**src/rtl/cpu_bus_mux.sv**
```systemverilog
// Table-driven memory decoder and response mux between the picorv32 native port and N slaves.
// Adds app-mode access protection, bounded slave wait with timeout, and registered ready/rdata.
module cpu_bus_mux #(
  parameter int                               NUM_SLAVES          = 8,
  parameter int                               PREFIX_MSB          = 31,
  parameter int                               PREFIX_LSB          = 24,
  parameter logic [NUM_SLAVES*(PREFIX_MSB-PREFIX_LSB+1)-1:0] SLAVE_PREFIXES = '0,
  parameter logic [NUM_SLAVES-1:0]            APP_ACCESS          = '1,
  parameter int                               TIMEOUT_CYCLES      = 255,
  parameter logic [31:0]                      ILLEGAL_INSTRUCTION = 32'h0
) (
  input  logic                    clk,
  input  logic                    reset,
  input  logic                    cpu_valid,
  input  logic                    cpu_instr,
  input  logic [31:0]             cpu_addr,
  input  logic [3:0]              cpu_wstrb,
  input  logic [31:0]             cpu_wdata,
  output logic                    cpu_ready,
  output logic [31:0]             cpu_rdata,
  input  logic                    force_trap,
  input  logic                    system_mode,
  output logic [NUM_SLAVES-1:0]   slv_cs,
  output logic [4*NUM_SLAVES-1:0] slv_we,
  output logic [31:0]             slv_addr,
  output logic [31:0]             slv_wdata,
  input  logic [32*NUM_SLAVES-1:0] slv_rdata,
  input  logic [NUM_SLAVES-1:0]   slv_ready,
  output logic                    access_violation,
  output logic                    timeout
);

  localparam int PREFIX_W = PREFIX_MSB - PREFIX_LSB + 1;
  localparam int IDX_W    = (NUM_SLAVES > 1) ? $clog2(NUM_SLAVES) : 1;
  localparam int CNT_W    = (TIMEOUT_CYCLES > 0) ? $clog2(TIMEOUT_CYCLES + 1) : 1;
  localparam logic [CNT_W-1:0] CNT_MAX = '1;
  localparam logic [CNT_W-1:0] CNT_LAST =
    CNT_W'((TIMEOUT_CYCLES > 0) ? TIMEOUT_CYCLES - 1 : 0);

  typedef enum logic [1:0] {
    ST_IDLE,
    ST_WAIT,
    ST_DONE
  } state_t;

  state_t           state, next_state;
  logic [IDX_W-1:0] sel_idx;
  logic [3:0]       sel_wstrb;
  logic [CNT_W-1:0] cnt;

  logic             hit;
  logic [IDX_W-1:0] hit_idx;

  logic             cs_en;
  logic [IDX_W-1:0] cs_idx;
  logic [3:0]       we_val;
  logic             accept;
  logic             latch;
  logic [31:0]      latch_val;
  logic             viol_d;
  logic             to_d;

  // The fetch flag is carried on the port for future decode use only.
  logic unused_instr;
  assign unused_instr = cpu_instr;

  assign slv_addr  = cpu_addr;
  assign slv_wdata = cpu_wdata;

  // Descending scan so the lowest matching index is the last one assigned.
  always_comb begin
    hit     = 1'b0;
    hit_idx = '0;
    for (int i = NUM_SLAVES - 1; i >= 0; i--) begin
      if (cpu_addr[PREFIX_MSB:PREFIX_LSB] == SLAVE_PREFIXES[i*PREFIX_W +: PREFIX_W]) begin
        hit     = 1'b1;
        hit_idx = IDX_W'(i);
      end
    end
  end

  always_comb begin
    // NOTE: every output of this block is given a default first, so no path can infer a latch.
    next_state = state;
    cs_en      = 1'b0;
    cs_idx     = sel_idx;
    we_val     = sel_wstrb;
    accept     = 1'b0;
    latch      = 1'b0;
    latch_val  = '0;
    viol_d     = 1'b0;
    to_d       = 1'b0;

    case (state)
      ST_IDLE: begin
        if (cpu_valid) begin
          if (force_trap) begin
            latch      = 1'b1;
            latch_val  = ILLEGAL_INSTRUCTION;
            next_state = ST_DONE;
          end else if (!hit) begin
            latch      = 1'b1;
            next_state = ST_DONE;
          end else if (!system_mode && !APP_ACCESS[hit_idx]) begin
            latch      = 1'b1;
            viol_d     = 1'b1;
            next_state = ST_DONE;
          end else begin
            cs_en  = 1'b1;
            cs_idx = hit_idx;
            we_val = cpu_wstrb;
            accept = 1'b1;
            if (slv_ready[hit_idx]) begin
              latch      = 1'b1;
              latch_val  = slv_rdata[int'(hit_idx)*32 +: 32];
              next_state = ST_DONE;
            end else begin
              next_state = ST_WAIT;
            end
          end
        end
      end

      ST_WAIT: begin
        cs_en = 1'b1;
        if (slv_ready[sel_idx]) begin
          latch      = 1'b1;
          latch_val  = slv_rdata[int'(sel_idx)*32 +: 32];
          next_state = ST_DONE;
        end else if (TIMEOUT_CYCLES != 0 && cnt == CNT_LAST) begin
          latch      = 1'b1;
          to_d       = 1'b1;
          next_state = ST_DONE;
        end
      end

      ST_DONE: next_state = ST_IDLE;

      default: next_state = ST_IDLE;
    endcase
  end

  // Selects are forced low while reset is asserted, without waiting for a clock edge.
  always_comb begin
    slv_cs = '0;
    slv_we = '0;
    if (cs_en && !reset) begin
      slv_cs[cs_idx]              = 1'b1;
      slv_we[int'(cs_idx)*4 +: 4] = we_val;
    end
  end

  always_ff @(posedge clk or posedge reset) begin
    if (reset) begin
      state            <= ST_IDLE;
      sel_idx          <= '0;
      sel_wstrb        <= '0;
      cnt              <= '0;
      cpu_ready        <= 1'b0;
      cpu_rdata        <= '0;
      access_violation <= 1'b0;
      timeout          <= 1'b0;
    end else begin
      // NOTE: sequential state uses non-blocking assignments so all registers update together.
      state            <= next_state;
      cpu_ready        <= (next_state == ST_DONE);
      access_violation <= viol_d;
      timeout          <= to_d;
      if (latch) cpu_rdata <= latch_val;
      if (accept) begin
        sel_idx   <= hit_idx;
        sel_wstrb <= cpu_wstrb;
        cnt       <= '0;
      end else if (state == ST_WAIT && cnt != CNT_MAX) begin
        cnt <= cnt + CNT_W'(1);
      end
    end
  end

endmodule

```
**config.mk**
```make
export PLATFORM = sky130hd
export DESIGN_NAME = cpu_bus_mux
export DESIGN_NICKNAME = d
export VERILOG_FILES = /design/src/rtl/cpu_bus_mux.sv
export SDC_FILE = /design/constraint.sdc
export NUM_CORES = 1
export LEC_CHECK = 0
export CORE_AREA = 4 4 181 183
export CTS_CLUSTER_DIAMETER = 120
export DETAILED_ROUTE_END_ITERATION = 8
export DIE_AREA = 0 0 185 187
export GPL_TIMING_DRIVEN = 0
export HOLD_SLACK_MARGIN = 0.08
export PLACE_DENSITY_LB_ADDON = 0.08
export SETUP_SLACK_MARGIN = 0.2
export SLEW_MARGIN = 20
export SYNTH_ARGS = -nofsm -noshare
export SYNTH_HDL_FRONTEND = slang
export SYNTH_SLANG_ARGS = --single-unit
```
**constraint.sdc**
```tcl
create_clock -name clk -period 1.86 [get_ports clk]
set_input_delay 0.372 -clock clk [delete_from_list [all_inputs] [get_ports clk]]
set_output_delay 0.372 -clock clk [all_outputs]
set_load 0.02 [all_outputs]
```
-- Word level (Yosys, flattened, before mapping)
Index checks and enable logic that the tools add are counted.
- logic and storage cells: 52
- input port bits: 338
- bits in registers: 48
- add/subtract/negate cells: 1
- muxes and demuxes: 35
- eq/ne operators: 4
- reduce and logical (&&, ||, !) cells: 6
- operator list (kind ; count):
    $mux W32 ; 4
    $pmux W32 S2 ; 1
    $mux W4 ; 5
    $mux W8 ; 2
    $mux W1 ; 14
    $mux W2 ; 6
    $add A8 B1 Y8 const B ; 1
    $eq A8 B8 Y1 const B ; 1
    $logic_not A8 Y1 ; 1
    $ne A8 B8 Y1 const B ; 1
    $pmux W1 S2 ; 2
    $pmux W2 S2 ; 1
    $eq A2 B1 Y1 const B ; 1
    $eq A2 B2 Y1 const B ; 1
    $logic_and A1 B1 Y1 ; 2
    $logic_not A2 Y1 ; 1
    $reduce_bool A2 Y1 ; 1
    $logic_not A1 Y1 ; 1

-- Logic depth before layout (Yosys ltp)
Gate-level depths: netlist of the first run.
- depth in word-level cells: 8
- depth in mapped cells: 7

-- Worst setup path before layout of the first run
OpenSTA, ideal clock, no wires.
- path kind: input-to-output
- start point: in cpu_addr[28]
- end point: out slv_cs[0]
- stages: 6
- path buffers: 2
- setup slack: -65 ps
- arrival: 1553 ps
- data required time: 1488 ps
- cells stage by stage: nor4_4 -> and4_1 -> buf_2 -> buf_2 -> nor2_1 -> nor2_1
- longest elaborated chain between the ends: 8
- RTL lines (element ; RTL line ; RTL):
    from (decl) ; 16 ; input logic [31:0] cpu_addr,
    $logic_not A8 Y1 ; 75 ; if (cpu_addr[PREFIX_MSB:PREFIX_LSB] == SLAVE_PREFIXES[i*PREFIX_W +: PREFIX_W]) begin
    $mux W1 ; 75 ;
    $mux W1 ; 101 ; end else if (!hit) begin
    $mux W1 ; 97 ; if (force_trap) begin
    $mux W1 ; 96 ; if (cpu_valid) begin
    $pmux W1 S2 ; 94 ; case (state)
    $logic_and A1 B1 Y1 ; 147 ; if (cs_en && !reset) begin
    $mux W1 ; 147 ;
    to (decl) ; 23 ; output logic [NUM_SLAVES-1:0] slv_cs,
No other way between the ends.

-- Worst setup path after layout of the first run
- start point: reg state[0]
- end point: out slv_cs[0]
- longest elaborated chain between the ends: 4
- elaborated cells between the ends (all ways): 5
- RTL lines (element ; RTL line ; RTL):
    from (decl) ; 46 ; state_t state, next_state;
    from (signal assigned) ; 165 ; state <= next_state;
    $eq A2 B1 Y1 / $logic_not A2 Y1 (equally long branches) ; 94 ;
    $pmux W1 S2 (*) ; 94 ;
    $logic_and A1 B1 Y1 (*) ; 147 ;
    $mux W1 (*) ; 147 ;
Every way passes the cells marked *; elsewhere a longest branch is shown, timed or not.

==> results of run 1 <==
[per-layer routing]
metal,vias up,track usage [%],routed length [um]
li1,1199,-,-
met1,1161,6.84,4600
met2,164,8.55,4660
met3,8,2.84,1290
met4,0,0.932,74
met5,-,0,0
[logic make-up after synthesis]
kind of cell,count (synthesis),share of synthesized area [%]
adder cells (fa/ha/maj),2,0.892
flip-flops,48,42.8
other,1,0.134
XOR/XNOR,3,0.936
AND/OR/NAND/NOR,36,8.07
multiplexers,4,1.60
buffers and inverters,114,30.2
AO/OA/AOI/OAI,51,15.4
[Yosys cell counts, types with 2 or more instances]
master     n  share of area [%]
o31ai_1    2               0.53
inv_1      3               0.40
inv_2      2               0.27
or3_1      2               0.45
o21ai_0    2               0.36
mux2_1     4                1.6
dfrtp_1   48                 43
or2_1      2               0.45
or4_1      2               0.53
xor2_1     2               0.62
buf_6      4                1.6
ha_1       2               0.89
nor3_1     2               0.36
a21oi_1    6                1.1
nor3b_2    2               0.89
a22o_1    32                 10
buf_2      2               0.36
nand3_1    4               0.71
a22oi_1    4                1.1
nand2_1    4               0.53
nor2_1    11                1.5
buf_4    103                 28
[where the power goes]
part | switching, uW | internal [uW]
Clock | 487 | 778
Combinational | 343 | 421
Sequential | 15.6 | 1060
[critical path, stage by stage, from the launching register on]
cell	delay [ns]
dfrtp_2	0.44
nor3b_4	0.21
and4_1	0.22
buf_6	0.14
buf_8	0.10
nor2_4	0.03
nor2_4	0.07
buf_6	0.13
[final cells by class]
cell class / count / share of cell area (%)
sequential: 48 / 21.3
timing repair buffer: 179 / 31.7
clock inverter: 3 / 1.21
tap: 402 / 8.87
multi-input combinational: 132 / 18.3
buffer: 109 / 15.9
inverter: 5 / 0.463
clock buffer: 5 / 2.21
[stage by stage]
stage          instances  area [um^2]
2_1_floorplan        294         2970
3_3_place_gp         847         4980
3_5_place_dp         848         5010
4_1_cts              866         5280
5_1_grt              883         5670
6_report             883         5670
[how the worst min path moves through the flow]
stage	from	to	slack, ns
6_report	sel_wstrb[3]	sel_wstrb[3]	0.50
5_1_grt	cpu_rdata[24]	cpu_rdata[24]	0.52
4_1_cts	sel_wstrb[2]	sel_wstrb[2]	0.50
3_5_place_dp	sel_wstrb[2]	sel_wstrb[2]	0.48
3_3_place_gp	sel_wstrb[1]	sel_wstrb[1]	0.47
2_1_floorplan	slv_ready[0]	state[0]	0.44
[registers in the layout, indices dropped and copies added (netlist names)]
name       count
cpu_rdata     32
cnt            8
timeout        1
state          2
cpu_ready      1
sel_wstrb      4
[what timing repair did]
action	4_1_cts	5_1_grt
setup buffers	10	13
gates resized for setup	92	53
pin swaps	7	13
endpoints found under the setup margin	89	51
cloned	0	4
==> summary.md, run 1 <==
| Metric | Value |
|---|---|
| Total power density per cell area | `approximately 550 mW/mm^2` |
| MaxCap Viol Count | `0` |
| R2r endpoint | `cnt[5]` |
| Final ANT Viol Nets | `0` |
| Routed wire length | `roughly 11,000 um` |
| Die footprint | `0.0346 mm^2` |
| Hold-fix buffers, CTS | `0` |
| Element type at the critical path start | `flop` |
| Antenna Cells | `0` |
| Detailed placer's ending HPWL | `slightly below 8000 um` |
| Cell variety after synth | `36` |
| Max FO, Critical Path | `8` |
| Max-slew violations | `0` |
| Failing checks | `setup timing` |
| Critical Path AT | `roughly 1.7 ns` |
| Final setup violation count | `5` |
| Nets | `approximately 800` |
| Final hold vios | `0` |
| Final WS setup | `-0.168 ns` |
| Final period utilization | `109%` |
| Clock-pin slew on the worst setup and hold paths | `0.08 ns` |
| Fin util | `between 15 and 20%` |
| Die height | `roughly 190 um` |
| Ratio of cells with drive above 1 in the final layout | `39.3%` |
| Crit Path Category | `reg -> out` |
| Crit path to | `slv_cs[0]` |
| Power Total | `3100 uW` |
| FF-to-FF Start | `state[1]` |
| Clock sink count | `48` |
| First-pass GRT wire length | `roughly 15,000 um` |
| Drt via density | `roughly 2.9` |
| Avg Cell Area, Syn | `~11 um^2` |
| Reg2Reg Depth | `7` |
| Worst path required time | `around 1.5 ns` |
| Register area | `~0.0012 mm^2` |
| Yosys reg bits | `48` |
| Post-synth EDFFs | `0` |
| Fill count | `about 3,500` |
| Clk Latency, worst-skew pair | `0.30 ns` |
| Multi-input logic area | `0.00104 mm^2` |
| Most common cell after layout, fill and taps aside | `buf_4` |
| Crit end category | `output port` |
| I/O pins | `477` |
| Syn Inst Count | `between 200 and 300` |
| Largest net degree at the start of global routing | `47` |
| Buffers added on ports | `151` |
| # DRC | `0` |
| H-Tree Depth | `2` |
| CTS tree | `done` |
| Hold_ws | `~0.5 ns` |
| Async set-reset flop share out of synthesis | `100%` |
| Die X | `between 150 and 200 um` |
| Maximum vdd drop | `just over 300 uV` |
| Commonest non-fill, non-tap cells in the layout | `buf_4, clkdlybuf4s50_1, dfrtp_1` |
| Synth Flop Type | `dfrtp_1` |
| Status | `finished with violations` |
| Max Fclk | `approximately 490 MHz` |
| Hold path depth | `1` |
| Reg2reg setup slack | `roughly 0.090 ns` |
| # rows | `65` |
| Worst hold-check path type | `reg -> reg` |
| Vias after detailed routing | `between 2,000 and 3,000` |
| Synth warnings | `0` |
| DP Worst Slack | `-1.17 ns` |
| Worst Skew | `about 0.0058 ns` |
| Syn-to-layout area delta | `102%` |
| Vias in the first global route | `about 2,500` |
| CTS root buf | `clkbuf_16` |
| Post-synthesis sequential area ratio | `42.8%` |
| Initial antenna violation count | `1` |
| CTS Buf Count | `5` |
| Starting Density | `8.99%` |
| Leakage | `approximately 0.0028 uW` |
| RSZ-0062 raised after global routing | `true` |
| Synthesized area | `~0.0028 mm^2` |
| Critical Path Source | `state[0]` |
| Setup TNS | `-0.742 ns` |
| All-Layer GR Usage | `5.47%` |
| Routability cong. | `0.675` |
| Drt pass-1 iters | `4` |
| Final min period | `2.03 ns` |
| Iter 0 DRT Violations | `55` |
| WL per Instance | `approximately 12 um` |
| Core ar. | `about 0.031 mm^2` |
| Grt ovf | `0` |
| Clk buf depth | `2` |
(Power assumes the default switching activity.)
==> inputs of run 2 (changes only) <==
--- a/config.mk
+++ b/config.mk
@@ -5,10 +5,11 @@
 export SDC_FILE = /design/constraint.sdc
 export NUM_CORES = 1
 export LEC_CHECK = 0
-export CORE_AREA = 4 4 181 183
+export CORE_AREA = 4 4 185 187
 export CTS_CLUSTER_DIAMETER = 120
 export DETAILED_ROUTE_END_ITERATION = 8
-export DIE_AREA = 0 0 185 187
+export DIE_AREA = 0 0 189 191
+export DONT_BUFFER_PORTS = 1
 export GPL_TIMING_DRIVEN = 0
 export HOLD_SLACK_MARGIN = 0.08
 export PLACE_DENSITY_LB_ADDON = 0.08
==> run 2 against run 1 <==
Effect of this change:
- cell count fell by 13%
- first-iteration DRC count fell by 1.8%
- flip-flop and latch count did not move
- worst hold slack got worse by 0.37 ns
- the flow still finishes with violations (setup timing)
- clock power fell by 20%
- die area rose by 4.3%
- sequential power barely moved
- count of clock-buffer cells in the layout rose by 1
- core utilization fell by 5.8 points
- highest routed layer unchanged
==> summary.md, run 2 (synthesis results as in run 1) <==
| Metric | Value |
|---|---|
| Final Cell Area | `around 0.0040 mm^2` |
| Drt via density | `roughly 2.6` |
| Hold_ws | `0.130 ns` |
| Die footprint | `~0.036 mm^2` |
| Crit Path Category | `reg -> out` |
| Max-slew violations | `0` |
| Ratio of cells with drive above 1 in the final layout | `a little over half` |
| Vias in the first global route | `roughly 2,000` |
| WL per Instance | `12.9 um` |
| CTS tree | `done` |
| Non-filler instance count after layout | `765` |
| Top reg by flops | `cpu_rdata` |
| Biggest regs | `cpu_rdata: 32 flops, cnt: 8 flops, sel_wstrb: 4 flops` |
| Max Fclk | `roughly 510 MHz` |
| # DRC | `0` |
| RSZ-0062 raised after global routing | `true` |
| Clk Latency, worst-skew pair | `about 0.30 ns` |
| Crit end category | `output port` |
| Worst Skew | `~0.0053 ns` |
| Largest register FFs | `32` |
| Iter 0 DRT Violations | `54` |
| Clock-pin slew on the worst setup and hold paths | `~0.08 ns` |
| Leakage | `approximately 0.0018 uW` |
| Final setup violation count | `5` |
| Final ANT Viol Nets | `0` |
| H-Tree Depth | `2` |
| Initial antenna violation count | `0` |
| Drt pass-1 iters | `4` |
| Largest net degree at the start of global routing | `43` |
| Most common cell after layout, fill and taps aside | `buf_4` |
| Clock sink count | `48` |
| Syn-to-layout area delta | `42.9%` |
| Status | `finished with violations` |
| Nets | `between 600 and 700` |
| Die height | `roughly 190 um` |
| All-Layer GR Usage | `5.03%` |
| CTS root buf | `clkbuf_16` |
| Starting Density | `approximately 8.6%` |
| Antenna Cells | `0` |
| Total power density per cell area | `about 640 mW/mm^2` |
| Maximum vdd drop | `roughly 310 uV` |
| Worst hold-check path type | `in -> reg` |
| Detailed placer's ending HPWL | `between 7000 and 8000 um` |
| Placed instance count | `around 740` |
| Clk buf depth | `2` |
| Final WS setup | `-0.0822 ns` |
| Routability cong. | `just over 0.6` |
| Worst path required time | `roughly 1.5 ns` |
| Final hold vios | `0` |
| Max FO, Critical Path | `8` |
| Routed wire length | `approximately 9900 um` |
| Element type at the critical path start | `flop` |
| Area after DPL | `0.00355 mm^2` |
| Die X | `between 150 and 200 um` |
| Grt ovf | `0` |
| # rows | `66` |
| I/O pins | `approximately 480` |
| Failing checks | `setup timing` |
| Core ar. | `~0.032 mm^2` |
| Vias after detailed routing | `approximately 2,000` |
| Commonest non-fill, non-tap cells in the layout | `buf_4, dfrtp_1, conb_1` |
| CTS Buf Count | `5` |
| Final min period | `between 1.5 and 2 ns` |
| First-pass GRT wire length | `13,400 um` |
| MaxCap Viol Count | `0` |
| Buffers added on ports | `0` |
| Final period utilization | `104%` |
| Critical Path AT | `roughly 1.6 ns` |
## run 2: changes by cell type in the layout (fill, tap and decap cells not counted), sizes merged, moves of 2 or more
cell / previous run / this run
buf: 141 / 128
bufinv: 2 / 0
clkbuf: 12 / 6
clkdlybuf4s50: 97 / 0
dlygate4sd2: 38 / 0
dlymetal6s2s: 4 / 0
## run 2: cell type report
class                           count  area [um^2]
Fill cell                        3696        28400
Sequential cell                    48         1200
Multi-Input combinational cell    133         1030
Buffer                            109          857
Tap cell                          442          553
Timing Repair Buffer               20          189
Clock buffer                        6          139
Inverter                            5         21.3
Clock inverter                      2         13.8
## run 2: repair_timing
item,4_1_cts,5_1_grt
setup buffers,16,2
setup endpoints to repair,39,45
gates cloned,1,0
endpoints found under the hold margin,19,0
pin swaps,13,6
gates resized for setup,22,12
hold buffers,1,0
## run 2: path summary, 6_finish.rpt
kind,startpoint,cells after the start,to,slack (ns)
max,state[1],6,slv_cs[0],-0.08
min,slv_ready[0],1,state[0],0.13
max reg2reg,state[1],7,cnt[7],0.08
min reg2reg,sel_wstrb[0],1,sel_wstrb[0],0.51
max in group asynchronous,reset,3,cpu_ready,0.93
min in group asynchronous,reset,2,sel_wstrb[0],0.47
## run 2: through the flow
step	util [%]	setup WS, ns	power, uW	TNS, ns
after CTS	12.2	-0.153	2670	-0.702
after global routing	12.4	-0.200	2740	-0.924
after floorplan	-	0.160	1490	0
after global placement	10.9	-0.707	1540	-38.25
after detailed placement	10.9	-0.171	1550	-4.63
final	12.4	-0.0822	2570	-0.283
## run 2: layer usage
layer | share of wire, % | vias to the layer above | track usage, %
met3 | 13 | 4 | 2.68
li1 | - | 890 | -
met1 | 39 | 925 | 5.84
met5 | 0 | - | 0
met4 | 0.49 | 0 | 1.35
met2 | 48 | 149 | 8.12
## run 2: worst max-delay path, cell delays in order (launching register included)
cell     delay (ns)
dfrtp_2        0.43
nor3b_2        0.18
and4_1         0.22
buf_6          0.15
buf_8          0.11
nor2_4         0.03
nor2_4         0.15
## run 2: power breakdown
group          switching (uW)  total [uW]  internal [uW]
logic                     291         493            202
registers                16.9        1070           1060
clock network             467        1010            541
total                     774        2570           1800
==> patch 1: new RTL, settings of run 2 <==
Encoding of `state_t`: now one-hot (3 bits for 3 states).
--- a/src/rtl/cpu_bus_mux.sv
+++ b/src/rtl/cpu_bus_mux.sv
@@ -37,10 +37,10 @@
   localparam logic [CNT_W-1:0] CNT_LAST =
     CNT_W'((TIMEOUT_CYCLES > 0) ? TIMEOUT_CYCLES - 1 : 0);
 
-  typedef enum logic [1:0] {
-    ST_IDLE,
-    ST_WAIT,
-    ST_DONE
+  typedef enum logic [2:0] {
+    ST_IDLE = 3'b001,
+    ST_WAIT = 3'b010,
+    ST_DONE = 3'b100
   } state_t;
 
   state_t           state, next_state;
Function: no difference found for any inputs over 4 cycles, from zero or initial values and one cycle with reset high; so few cycles prove little.
==> patch 1 against run 2 <==
The flow still finishes with violations (negative setup slack). Worst setup slack got worse by 290 ps. Design area increased by 1.5%. Routed wire length decreased by 0.99%. Combinational power increased by 4.7%. Clock power increased by 14%. Clock skew increased by 3.5 ps. Power increased by 7.2%. Count of clock-buffer cells in the layout decreased by 1. Maximum frequency decreased by 13%. Hold slack improved by 9.8 ps. Synthesized area unchanged. Sequential cell count increased by 1. Global-route usage about the same.
==> patch 1: results <==
set metrics [dict create \
    final_layout_size_suffix_gt1_frac 0.511 \
    hpwlAfterDp_mm 7.51 \
    wirelength_met1_mm 3.98 \
    gp_congestion 0.623 \
    p_leak_nw 1.88 \
    placed_cells 739 \
    synth_compound_area_frac 0.156 \
    p_clk_frac 0.415 \
    routed-wl-met2_mm 4.37 \
    wl_met3_mm 1.26 \
    drtIter0Drc 51 \
    fin_total_pwr_mw 2.76 \
    synthXorXnorAreaFrac 0.00624 \
    synth_area_leaders "dfrtp_1 (43%), buf_4 (27%), a22o_1 (10%)" \
    grt_util_met2 0.0774 \
    grt_first_pass_wirelength_mm 13.4 \
    cp_max_fo 5 \
    place_ws_ps -277 \
    arrival_ps 1860 \
    grt_max_degree 32 \
    fin_tns_setup_ps -2600 \
    failed_checks "negative setup slack" \
    timing.final.ws_setup_ps -376 \
    use_met1 0.0600 \
    p_int_mw 1.95 \
    grt_pass1_vias 2051 \
    ys_types 40 \
    ys_seq_area_frac 0.437 \
    via_per_inst 2.65 \
    synth_common_cells "buf_4 (101), dfrtp_1 (48), a22o_1 (32), nor2_1 (12)" \
    dr_total_vias 2045 \
    wirelength_mm 9.78 \
    status "finished, violations left" \
    syn_inst 261 \
    setup_viol 38 \
    pwr-share-comb 0.187 \
    use_met3 0.0239 \
    cp_slowest_stage_delay_ps 530 \
]
[patch 1: repair_timing]
action                     4_1_cts  5_1_grt
buffers inserted                17        6
pin swaps                        7       12
hold endpoints to repair        18        0
hold buffers                     1        0
setup endpoints to repair       50       52
resized for setup               16       20
[patch 1: cell type report]
| class | instances | area (um2) |
|---|---|---|
| clock inverters | 3 | 50.0 |
| plain buffers | 111 | 881 |
| fillers | 3667 | 28400 |
| inverters | 4 | 17.5 |
| flip-flops and latches | 49 | 1230 |
| clock buffers | 5 | 125 |
| well taps | 442 | 553 |
| multi-input cells | 132 | 957 |
| repair buffers | 25 | 259 |
[patch 1: path summary, 6_finish.rpt]
kind	slack, ps	cells past startpoint	to	startpoint
setup / recovery	-380	6	slv_we[2]	state[0]
hold / removal	140	1	state[1]	slv_ready[0]
setup reg to reg	-50	8	cpu_rdata[10]	state[0]
hold reg to reg	520	1	sel_wstrb[3]	sel_wstrb[3]
max in group asynchronous	800	3	state[0]	reset
min in group asynchronous	510	2	sel_wstrb[3]	reset
==> patch 2: new RTL, flow settings as in run 2 <==
Without the edit above. The parameter `PREFIX_LSB` goes from 24 to 12.
--- a/src/rtl/cpu_bus_mux.sv
+++ b/src/rtl/cpu_bus_mux.sv
@@ -3,7 +3,7 @@
 module cpu_bus_mux #(
   parameter int                               NUM_SLAVES          = 8,
   parameter int                               PREFIX_MSB          = 31,
-  parameter int                               PREFIX_LSB          = 24,
+  parameter int                               PREFIX_LSB          = 12,
   parameter logic [NUM_SLAVES*(PREFIX_MSB-PREFIX_LSB+1)-1:0] SLAVE_PREFIXES = '0,
   parameter logic [NUM_SLAVES-1:0]            APP_ACCESS          = '1,
   parameter int                               TIMEOUT_CYCLES      = 255,
Behaviour: not the same (a bounded check fails within 4 cycles, from zero or initial values and one cycle with reset high).
==> patch 2 against run 2 <==
The flow still finishes with violations (negative setup slack). Final cell count grew 0.65%. Design area grew 2.4%. Sequential cell count is the same. Routed wire length shrank 1.3%. Worst setup slack lost 32 ps. Power grew 6.7%. Utilization grew 0.30 points. Hold slack gained 14 ps. Clock skew grew 6.9 ps. Synthesized area shrank 1.1%. Synthesized cell count grew 0.39%. First-iteration DRC count shrank 22%.
==> patch 2: results <==
set metrics [dict create \
    synth_common_cells "buf_4 (103), dfrtp_1 (48), a22o_1 (32), nor2_1 (15)" \
    fin_skew_ps 12.3 \
    cp_max_fo 10 \
    fin_tns_setup_ps -3490 \
    ir_drop_mv 0.410 \
    synth_area_leaders "dfrtp_1 (43%), buf_4 (28%), a22o_1 (10%)" \
    seq_area_frac 0.294 \
    layout.nets 667 \
    multi_input_area_share 0.251 \
    placed_cells 738 \
    non_clock_buffer_area_share 0.268 \
    area_growth_pct 48.0 \
    syn_inst 260 \
    buffers_excl_clock 133 \
    grt_util_met2 0.0739 \
    place_ws_ps -583 \
    grt_pass1_vias 1864 \
    worstRegToRegCells 9 \
    critPathSlowestCell "or4_4" \
    wl_per_cell_um 12.7 \
    status "finished, violations left" \
    drtIter0Drc 42 \
    instances_no_fill 770 \
    routed-wl-met2_mm 4.62 \
    setup_viol 36 \
    via_per_inst 2.58 \
    timing.final.ws_setup_ps -114 \
    grt_max_degree 28 \
    failed_checks "negative setup slack" \
    end_kind "register" \
    wirelength_met1_mm 3.79 \
    hold_ws_ps 143 \
    setup.worst_path.start "cnt[0]" \
    clockBufferCount 5 \
    hpwlAfterDp_mm 7.80 \
    gp_congestion 0.634 \
    grt_first_pass_wirelength_mm 12.7 \
]
patch 2: cell count changes after synthesis, sizes merged, moves of 2 or more:
cell and delta:
xor2 +2, a21oi -5, or2 -2, o31ai -3
nand4 +4, nor2 +4, nor4 +5
patch 2: logic make-up after synthesis:
kind of cell    count (synthesis)  share of synthesized area
fa+ha+maj                       2                    0.00902
xor+xnor                        6                     0.0189
simple gates                   43                     0.0902
flops                          48                      0.433
compound gates                 43                      0.130
mux                             4                     0.0162
other cells                     1                    0.00135
buf+inv                       113                      0.301
patch 2: repair_timing:
| action | in CTS | in global routing |
|---|---|---|
| buffers inserted | 15 | 7 |
| resized for setup | 19 | 12 |
| cloned | 0 | 1 |
| hold endpoints to repair | 21 | 0 |
| pin swaps | 10 | 10 |
| hold buffers | 1 | 0 |
| endpoints found under the setup margin | 51 | 46 |
patch 2: where the power goes:
group / total, mW / internal (mW) / switching, mW
Clock: 1.24 / 0.777 / 0.466
Combinational: 0.452 / 0.194 / 0.258
Sequential: 1.05 / 1.05 / 0.00414
